<file path="src/rtl/fetch_ctrl.sv">
// fetch_ctrl: single-issue instruction fetch controller.
// Drives the ROM address from the PC, registers the returned word with a
// one-cycle latency, handles branch flush, stall hold and halt detection,
// and counts the cycles spent running since the last Start.
module fetch_ctrl #(
  parameter int A = 10,
  parameter int W = 9
) (
  input  logic         Clk,
  input  logic         Reset,
  input  logic         Start,
  input  logic         Stall,
  input  logic         BranchEn,
  input  logic [A-1:0] BranchTarget,
  input  logic [W-1:0] InstIn,
  output logic [A-1:0] InstAddress,
  output logic [W-1:0] Inst,
  output logic [A-1:0] InstPC,
  output logic         InstValid,
  output logic         Done,
  output logic [15:0]  CycleCount
);

  typedef enum logic [1:0] {
    IDLE = 2'd0,
    RUN  = 2'd1,
    HALT = 2'd2
  } state_t;

  localparam logic [W-1:0] HALT_WORD = {W{1'b1}};
  localparam logic [15:0]  COUNT_MAX = 16'hFFFF;

  state_t       state;
  logic [A-1:0] pc;
  logic         is_halt_word;

  // The ROM address is the PC register itself, with no logic on the path.
  assign InstAddress  = pc;
  assign is_halt_word = (InstIn == HALT_WORD);

  // Control FSM together with the PC, fetch register and cycle counter.
  always_ff @(posedge Clk or negedge Reset) begin
    if (!Reset) begin
      state      <= IDLE;
      pc         <= '0;
      Inst       <= '0;
      InstPC     <= '0;
      InstValid  <= 1'b0;
      Done       <= 1'b0;
      CycleCount <= '0;
    end else begin
      case (state)
        IDLE, HALT: begin
          if (Start) begin
            state      <= RUN;
            pc         <= '0;
            InstValid  <= 1'b0;
            Done       <= 1'b0;
            CycleCount <= '0;
          end
        end
        RUN: begin
          if (CycleCount != COUNT_MAX) begin
            CycleCount <= CycleCount + 16'd1;
          end
          if (BranchEn) begin
            pc        <= BranchTarget;
            InstValid <= 1'b0;
          end else if (Stall) begin
            pc        <= pc;
          end else if (is_halt_word) begin
            InstValid <= 1'b0;
            Done      <= 1'b1;
            state     <= HALT;
          end else begin
            Inst      <= InstIn;
            InstPC    <= pc;
            InstValid <= 1'b1;
            pc        <= pc + 1'b1;
          end
        end
        default: begin
          state <= IDLE;
        end
      endcase
    end
  end

endmodule

</file>
<file path="config.mk">
export PLATFORM = sky130hd
export DESIGN_NAME = fetch_ctrl
export DESIGN_NICKNAME = d
export VERILOG_FILES = /design/src/rtl/fetch_ctrl.sv
export SDC_FILE = /design/constraint.sdc
export NUM_CORES = 1
export LEC_CHECK = 0
export BUFFER_PORTS_ARGS = -buffer_cell sky130_fd_sc_hd__buf_2
export CORE_MARGIN = 2
export CORE_UTILIZATION = 45
export DETAILED_ROUTE_END_ITERATION = 8
export GPL_TIMING_DRIVEN = 0
export HOLD_SLACK_MARGIN = 0.02
export PLACE_DENSITY_LB_ADDON = 0.3
export SLEW_MARGIN = 15
export SYNTH_ARGS = -nofsm -noshare
export SYNTH_HDL_FRONTEND = slang
export SYNTH_SLANG_ARGS = --single-unit
</file>
<file path="constraint.sdc">
create_clock -name Clk -period 2.2 [get_ports Clk]
set_input_delay 0.22 -clock Clk [delete_from_list [all_inputs] [get_ports Clk]]
set_output_delay 0.22 -clock Clk [all_outputs]
set_load 0.01 [all_outputs]
</file>
==> results of run 1 <==
==> critical path, stage by stage (launching register included) <==
cell,delay (ns)
dfrtp_1,0.44
ha_1,0.24
and3_1,0.18
buf_2,0.17
a2111oi_0,0.57
mux2i_1,0.25
==> Yosys cell counts (all sizes together) (2+ instances only) <==
cell type,n
a2111oi,2
a211o,2
a211oi,3
a21oi,17
a221o,2
a31oi,4
and3,8
and4,2
buf,6
clkbuf,10
dfrtp,49
ha,2
inv,10
mux2,16
mux2i,6
nand2,21
nand2b,6
nand3,12
nand4,9
nor2,8
nor2b,2
nor3,5
nor4,2
o211ai,2
o21ai,20
o22ai,6
o311ai,2
o31ai,3
o41ai,4
or3,4
or4,2
==> layout make-up <==
class	instances	share of cell area, %
Multi-Input combinational cell	182	39.1
Sequential cell	49	39.1
Timing Repair Buffer	71	11.6
Tap cell	72	2.87
Clock buffer	6	2.63
Buffer	16	2.31
Clock inverter	2	1.20
Inverter	10	1.20
==> cell families (layout without fill, tap and decap cells) <==
group,after synthesis,after routing
buffers and inverters,26,105
adders and majority gates,2,2
AOI/OAI and AO/OA,74,74
muxes,22,22
xor gates and xnor gates,1,1
DFF,49,49
and+or+nand+nor,83,83
==> power groups by stage <==
stage	combinational, mW	sequential, mW	clock (mW)
6_report	0.885	1.30	0.681
5_1_grt	0.990	1.34	0.732
4_1_cts	0.892	1.30	0.700
3_5_place_dp	0.890	1.32	0
3_3_place_gp	0.874	1.31	0
2_1_floorplan	0.453	1.38	0
==> state kept, by name, indices dropped and copies added, names as in the netlist <==
name / count
CycleCount: 16
InstAddress: 10
InstPC: 10
Inst: 9
state: 2
Done: 1
InstValid: 1
==> path summary, 6_finish.rpt <==
path	start	end	depth (start not counted)
max in group asynchronous	Reset	InstPC[0]	2
worst max-delay path	CycleCount[0]	CycleCount[13]	5
worst min register to register	Done	Done	2
worst max register to register	CycleCount[0]	CycleCount[13]	5
min in group asynchronous	Reset	CycleCount[3]	2
worst min-delay path	InstIn[7]	Inst[7]	2
==> per-layer routing <==
metal,part of all wire (%),wire [µm],track usage (%)
met4,1.0,63,6.72
met5,0,0,0
met3,6.6,419,5.20
met2,47,2990,33.7
met1,45,2840,27.7
==> impl_metrics.tcl, run 1 <==
set metrics [dict create \
    placed_area_um2 3000 \
    clockBufferDepth 2 \
    relSlewSlack_pct 59.1 \
    finalMaxSlewViolations 0 \
    regArea_um2 1230 \
    hpwl_mm 4.51 \
    finalNetCount 361 \
    synth_compound_area_share_pct 19.1 \
    grt_first_pass_wirelength_mm 10.5 \
    die-area_um2 6320 \
    p_leak_nw 1.50 \
    cts-root-buf "clkbuf_8" \
    path_max_fanout 9 \
    final_common_cell "buf_2" \
    clockPowerShare_pct 23.7 \
    status "finished, final reports clean" \
    layout-drive-gt1-share_pct 31.8 \
    h-tree-depth 2 \
    swShare_pct 34.5 \
    final_cell_mix "buf_2, dfrtp_1, nand2_1" \
    yosysSeqAreaShare_pct 47.8 \
    p_comb_share_pct 30.8 \
    grt_overflow 0 \
    required_ns 2.43 \
    synth_fa_ha_area_share_pct 0.976 \
    ctsHoldBuffers 0 \
    grt_start_max_net_pins 50 \
    hold-worst-slack_ns 0.149 \
    switchingPower_mw 0.991 \
    fin_ws_ns 0.261 \
    rows 27 \
    drt-total-wl_mm 6.32 \
    area_growth_pct 22.4 \
    vias_per_cell 5.67 \
    power_density_nw_per_um2 915 \
    num_antenna_cells 0 \
    ioPinCount 71 \
    start_util_pct 46.6 \
    first_pass_iters 4 \
    synth.top_cells.by_area "dfrtp_1, mux2_2, o21ai_0, nand2_1, a21oi_1" \
    worst_setup_path_start_kind "flip-flop" \
    fp.dieH_um 79.5 \
    yosys_most_used_dff "dfrtp_1" \
    dp_slack_ns 0.258 \
    antenna_left 0 \
    synth_edf_count 0 \
    utilization_pct 57.0 \
    grtUsageTotal_pct 20.9 \
    synth_warnings 0 \
    synth_area_um2 2560 \
    p_total_mw 2.87 \
    wl_per_cell_um 15.5 \
    tightest_slew_ns 0.598 \
    reg2reg_slack_ns 0.26 \
    dr_total_vias 2312 \
    fin_cells 408 \
    synth_area_per_cell_um2 9.98 \
    fin_crit_sh_pct 88.1 \
    portBuffers 70 \
    synth_async_sr_flop_share_pct 100 \
    grt_pass1_vias 2216 \
    setup_violations 0 \
    synth-xor-area-share_pct 0.342 \
    period_needed_ns 1.94 \
    routabilityCongestion 0.838 \
    yosys.area_share.simple_pct 17.9 \
    cellInternalPower_mw 1.88 \
    ir_drop_uv 507 \
    p_seq_share_pct 45.5 \
    cts_resized 0 \
    cap_violations 0 \
    multi_input_area_um2 1230 \
    worstSkewPairLatency_ns 0.31 \
    drtIter0Drc 79 \
    antenna_found_initial 0 \
    hp-class "in2reg" \
    fmax_ghz 0.516 \
    synth_top_area_share_pct 47.8 \
    post_cts_buffers 0 \
    synthMuxAreaShare_pct 9.52 \
    critPathKind "reg2reg" \
    ys_ff_latch 49 \
    cp-end-kind "flip-flop" \
    rsz0062_at_grt "no" \
    synth_cell_types 47 \
    core_area_um2 5510 \
    remaining_drc_errors 0 \
    dp_cells 399 \
    fp.dieW_um 79.5 \
    clkTransAtPathRegs_ns 0.10 \
    cp.arrival_ns 2.17 \
    tns_ns 0 \
    synth_nets 283 \
    n_fill_cell 521 \
    synth_cells 257 \
    final_design_area_no_fill_um2 3140 \
    skew_ns 0.00872 \
    hold_viol 0 \
    synth_largest_area_cell "dfrtp_1" \
    synth_top_family_by_area "compound AO/OA/AOI/OAI gates" \
    cts_buffers 5 \
    cts_sinks 49 \
    cts_tree "built" \
]
Note: power is estimated with default switching activity, not from simulation.
==> run 2: changes to the inputs <==
Settings changed: PLACE_DENSITY from default to 0.7, PLACE_DENSITY_LB_ADDON 0.3 to default.
==> impl_metrics.tcl, run 2 (same netlist as run 1, synthesis figures left out) <==
set metrics [dict create \
    cp_cell_sequence "ha_1, and3_1, buf_2, o21ai_2, or4_1, a21oi_1" \
    grt_start_max_net_pins 50 \
    finalMaxSlewViolations 0 \
    p_total_mw 2.70 \
    drt-total-wl_mm 6.27 \
    grtUsageTotal_pct 20.7 \
    rsz0062_at_grt "no" \
    post_cts_buffers 0 \
    ioPinCount 71 \
    cts_sinks 49 \
    portBuffers 70 \
    worst_setup_path_start_kind "flip-flop" \
    die-area_um2 6320 \
    slowest_delay_ns 0.52 \
    setup_violations 0 \
    fp.dieW_um 79.5 \
    first_pass_iters 4 \
    grt_pass1_vias 2270 \
    vias_per_cell 5.62 \
    final_common_cell "buf_2" \
    dr.max_layer_used "met4" \
    hpwl_mm 4.49 \
    start_util_pct 46.6 \
    wl_per_cell_um 15.4 \
    ir_drop_uv 424 \
    remaining_drc_errors 0 \
    r2r-start "CycleCount[0]" \
    fin_cells 408 \
    n_fill_cell 509 \
    worst_r2r_endpoint "CycleCount[12]" \
    worstSkewPairLatency_ns 0.30 \
    relSlewSlack_pct 58.1 \
    antenna_left 0 \
    hold_path_depth 2 \
    path_max_fanout 9 \
    num_antenna_cells 0 \
    cts_buffers 5 \
    wl_met1_mm 2.94 \
    antenna_found_initial 0 \
    fmax_ghz 0.527 \
    dr_total_vias 2294 \
    fp.dieH_um 79.5 \
    finalNetCount 361 \
    routabilityCongestion 0.849 \
    cp.arrival_ns 2.12 \
    critPathBufInv 1 \
    tns_ns 0 \
    tightest_slew_ns 0.628 \
    clkTransAtPathRegs_ns 0.09 \
    layout-drive-gt1-share_pct 31.3 \
    grt_first_pass_wirelength_mm 10.5 \
    h-tree-depth 2 \
    period_needed_ns 1.90 \
    core_area_um2 5510 \
    area_growth_pct 20.9 \
    top_register "CycleCount" \
    wl_met3_um 315 \
    p_leak_nw 1.48 \
    skew_ns 0.00612 \
    status "finished, final reports clean" \
    cpMaxStageDelayCell "or4_1" \
    critPathTopFamily "simple AND/OR/NAND/NOR gates" \
    required_ns 2.42 \
    cts-root-buf "clkbuf_8" \
    drtIter0Drc 95 \
    met2_length_mm 2.97 \
    clockBufferDepth 2 \
    power_density_nw_per_um2 871 \
    largest_reg_flops 16 \
    reg2reg_slack_ns 0.30 \
    hold_viol 0 \
    rr_worst_depth 6 \
    hp-class "in2reg" \
    dp_cells 399 \
    final_cell_mix "buf_2, dfrtp_1, nand2_1" \
    fin_crit_sh_pct 86.2 \
    cts_tree "built" \
    min_to "Inst[8]" \
    rows 27 \
    cp-end-kind "flip-flop" \
    critPathKind "reg2reg" \
    cap_violations 0 \
    grt_overflow 0 \
    worstHoldStart "InstIn[8]" \
]
-- run 2: where the power goes --
part | switching, mW | internal, mW | total [mW]
sequential | 0.201 | 1.10 | 1.30
clock | 0.288 | 0.225 | 0.513
combinational | 0.480 | 0.405 | 0.884
-- run 2: how the worst max path moves through the flow --
stage / start / slack, ns / end / depth (start not counted)
2_1_floorplan: CycleCount[0] / 0.44 / CycleCount[12] / 6
3_3_place_gp: BranchEn / 0.26 / InstPC[1] / 7
3_5_place_dp: BranchEn / 0.25 / Inst[7] / 7
4_1_cts: state[0] / 0.29 / InstPC[0] / 6
5_1_grt: state[0] / 0.14 / Inst[7] / 6
6_report: CycleCount[0] / 0.30 / CycleCount[12] / 6
-- run 2: repair_timing --
action / in CTS / in global routing
resized for setup: 0 / 0
hold buffers: 0 / 1
endpoints found under the hold margin: 0 / 49
-- run 2: final cells by class --
type	instances	area, µm²	area share (%)
repair buffers	71	363	11.7
multi-input cells	182	1230	39.6
clock inverters	1	7.51	0.242
plain buffers	16	72.6	2.34
clock buffers	7	76.3	2.46
inverters	10	37.5	1.21
flip-flops and latches	49	1230	39.5
well taps	72	90.1	2.91
-- run 2: through the flow --
step | setup slack [ns] | cell area, µm² | util, % | hold slack [ns]
3_5_place_dp | 0.254 | 3000 | 54.6 | 0.475
6_report | 0.303 | 3100 | 56.3 | 0.166
5_1_grt | 0.141 | 3100 | 56.3 | 0.154
3_3_place_gp | 0.259 | 3000 | 54.6 | 0.468
4_1_cts | 0.285 | 3090 | 56.1 | 0.156
2_1_floorplan | 0.438 | 2560 | - | -0.0756
-- run 2: layer usage --
layer	global-route usage (%)	up-vias
met5	0	-
met4	7.07	0
met3	4.30	4
met2	32.7	68
met1	28.4	1102
li1	-	1120
-- run 2: worst register-to-register path, cell delays in order (launching register included) --
cell and delay [ns]:
dfrtp_1 0.44, ha_1 0.21, and3_1 0.15, buf_2 0.20
o21ai_2 0.15, or4_1 0.52, a21oi_1 0.15
==> run 3: changes to the inputs <==
Settings changed: SETUP_SLACK_MARGIN from default to 0.5.
==> impl_metrics.tcl, run 3 (same netlist as run 1, synthesis figures left out) <==
set metrics [dict create \
    status "finished, final reports clean" \
    cp.depth 6 \
    cts_tree "built" \
    switchingPower_mw 1.11 \
    period_needed_ns 1.71 \
    ir_drop_uv 522 \
    cellInternalPower_mw 1.99 \
    skew_ns 0.0131 \
    p_comb_share_pct 34.9 \
    cap_violations 0 \
    utilization_pct 62.6 \
    antenna_left 0 \
    r2r-start "CycleCount[4]" \
    power_density_nw_per_um2 898 \
    rsz0062_at_grt "yes" \
    fmax_ghz 0.586 \
    fin_crit_sh_pct 77.5 \
    dr_total_vias 2437 \
    antenna_found_initial 0 \
    grt_first_pass_wirelength_mm 10.6 \
    ioPinCount 71 \
    clockBufferDepth 2 \
    slowest_delay_ns 0.46 \
    hold_viol 0 \
    relSlewSlack_pct 58.4 \
    top_register "CycleCount" \
    cp.arrival_ns 1.92 \
    hpwl_mm 4.49 \
    h-tree-depth 2 \
    grt_pass1_vias 2327 \
    worstHoldStart "InstIn[8]" \
    start_util_pct 46.6 \
    rr_worst_depth 6 \
    critPathBufInv 2 \
    clockPowerShare_pct 22.3 \
    hold_path_depth 2 \
    cts_buffers 5 \
    cts_sinks 49 \
    cts-root-buf "clkbuf_8" \
    fp.dieH_um 79.5 \
    drtIter0Drc 149 \
    critPathTopFamily "simple AND/OR/NAND/NOR gates" \
    fp.dieW_um 79.5 \
    grtUsageTotal_pct 21.4 \
    swShare_pct 35.9 \
    p_seq_share_pct 42.8 \
    critPathKind "reg2reg" \
    final_cell_mix "buf_2, dfrtp_1, nand2_1" \
    remaining_drc_errors 0 \
    path_max_fanout 6 \
    required_ns 2.42 \
    largest_reg_flops 16 \
    cpMaxStageDelayCell "nor4_4" \
    core_area_um2 5510 \
    reg2reg_slack_ns 0.49 \
    rows 27 \
    clkTransAtPathRegs_ns 0.11 \
    min_to "Inst[8]" \
    cp-end-kind "flip-flop" \
    layout-drive-gt1-share_pct 41.6 \
    num_antenna_cells 0 \
    area_growth_pct 34.6 \
    tns_ns 0 \
    cp_cell_sequence "buf_6, nand4_1, nor4_4, buf_4, o311ai_0, o21ai_0" \
    hp-class "in2reg" \
    first_pass_iters 4 \
    vias_per_cell 5.76 \
    grt_overflow 0 \
    routabilityCongestion 0.849 \
    grt_start_max_net_pins 50 \
    p_leak_nw 1.60 \
    worstSkewPairLatency_ns 0.32 \
    finalNetCount 376 \
    final_common_cell "buf_2" \
    tightest_slew_ns 0.624 \
    worst_setup_path_start_kind "flip-flop" \
    finalMaxSlewViolations 0 \
    portBuffers 70 \
    wl_per_cell_um 16.9 \
    drt-total-wl_mm 7.14 \
    setup_violations 0 \
    die-area_um2 6320 \
    worst_r2r_endpoint "CycleCount[6]" \
]
run 3: routing by layer:
metal  share of wire, %  up-vias  track usage, %
met5                  0        -               0
met4                1.7        0            10.5
met3                6.1       14            4.41
met2                 49       95            35.1
met1                 43     1167            26.7
li1                   -     1161               -
run 3: repair_timing:
item / 4_1_cts / 5_1_grt
setup endpoints to repair: 32 / 31
pin swaps: 1 / 9
hold buffers: 0 / 1
setup buffers: 8 / 6
hold endpoints to repair: 0 / 49
gates resized for setup: 13 / 38
gates cloned: 0 / 1
run 3: area by class of cell:
type | instances | area, µm²
Timing Repair Buffer | 85 | 472
Sequential cell | 49 | 1230
Fill cell | 470 | 2060
Inverter | 10 | 37.5
Multi-Input combinational cell | 183 | 1390
Clock inverter | 3 | 47.5
Clock buffer | 5 | 68.8
Tap cell | 72 | 90.1
Buffer | 16 | 111
run 3: per-stage QoR:
step	hold slack [ns]	cells	power, mW	cell area (µm²)	worst slack, ns
after floorplan	-0.0756	257	1.85	2580	0.505
after global placement	0.469	399	2.20	3020	0.264
after detailed placement	0.472	399	2.22	3020	0.235
after CTS	0.135	415	2.97	3230	0.475
after global routing	0.141	423	3.27	3450	0.449
final	0.138	423	3.10	3450	0.494
run 3: power by group through the flow:
stage	sequential [mW]	clock, mW	combinational, mW
2_1_floorplan	1.38	0	0.464
5_1_grt	1.36	0.737	1.18
3_3_place_gp	1.31	0	0.885
4_1_cts	1.30	0.703	0.967
6_report	1.33	0.691	1.08
3_5_place_dp	1.32	0	0.903
run 3: worst register-to-register path, delay by kind of cell (launching register included):
family | cells | cell delay, ns
AOI/OAI and AO/OA | 2 | 0.27
buffers and inverters | 2 | 0.34
DFF | 1 | 0.36
and+or+nand+nor | 2 | 0.65
run 3: worst max path at each step:
stage / endpoint / from / slack (ns)
global placement: InstPC[1] / BranchEn / 0.26
finish: CycleCount[6] / CycleCount[4] / 0.49
global route: CycleCount[8] / CycleCount[4] / 0.45
floorplan: CycleCount[12] / CycleCount[1] / 0.50
detailed placement: InstPC[0] / BranchEn / 0.23
CTS: InstAddress[5] / state[0] / 0.47
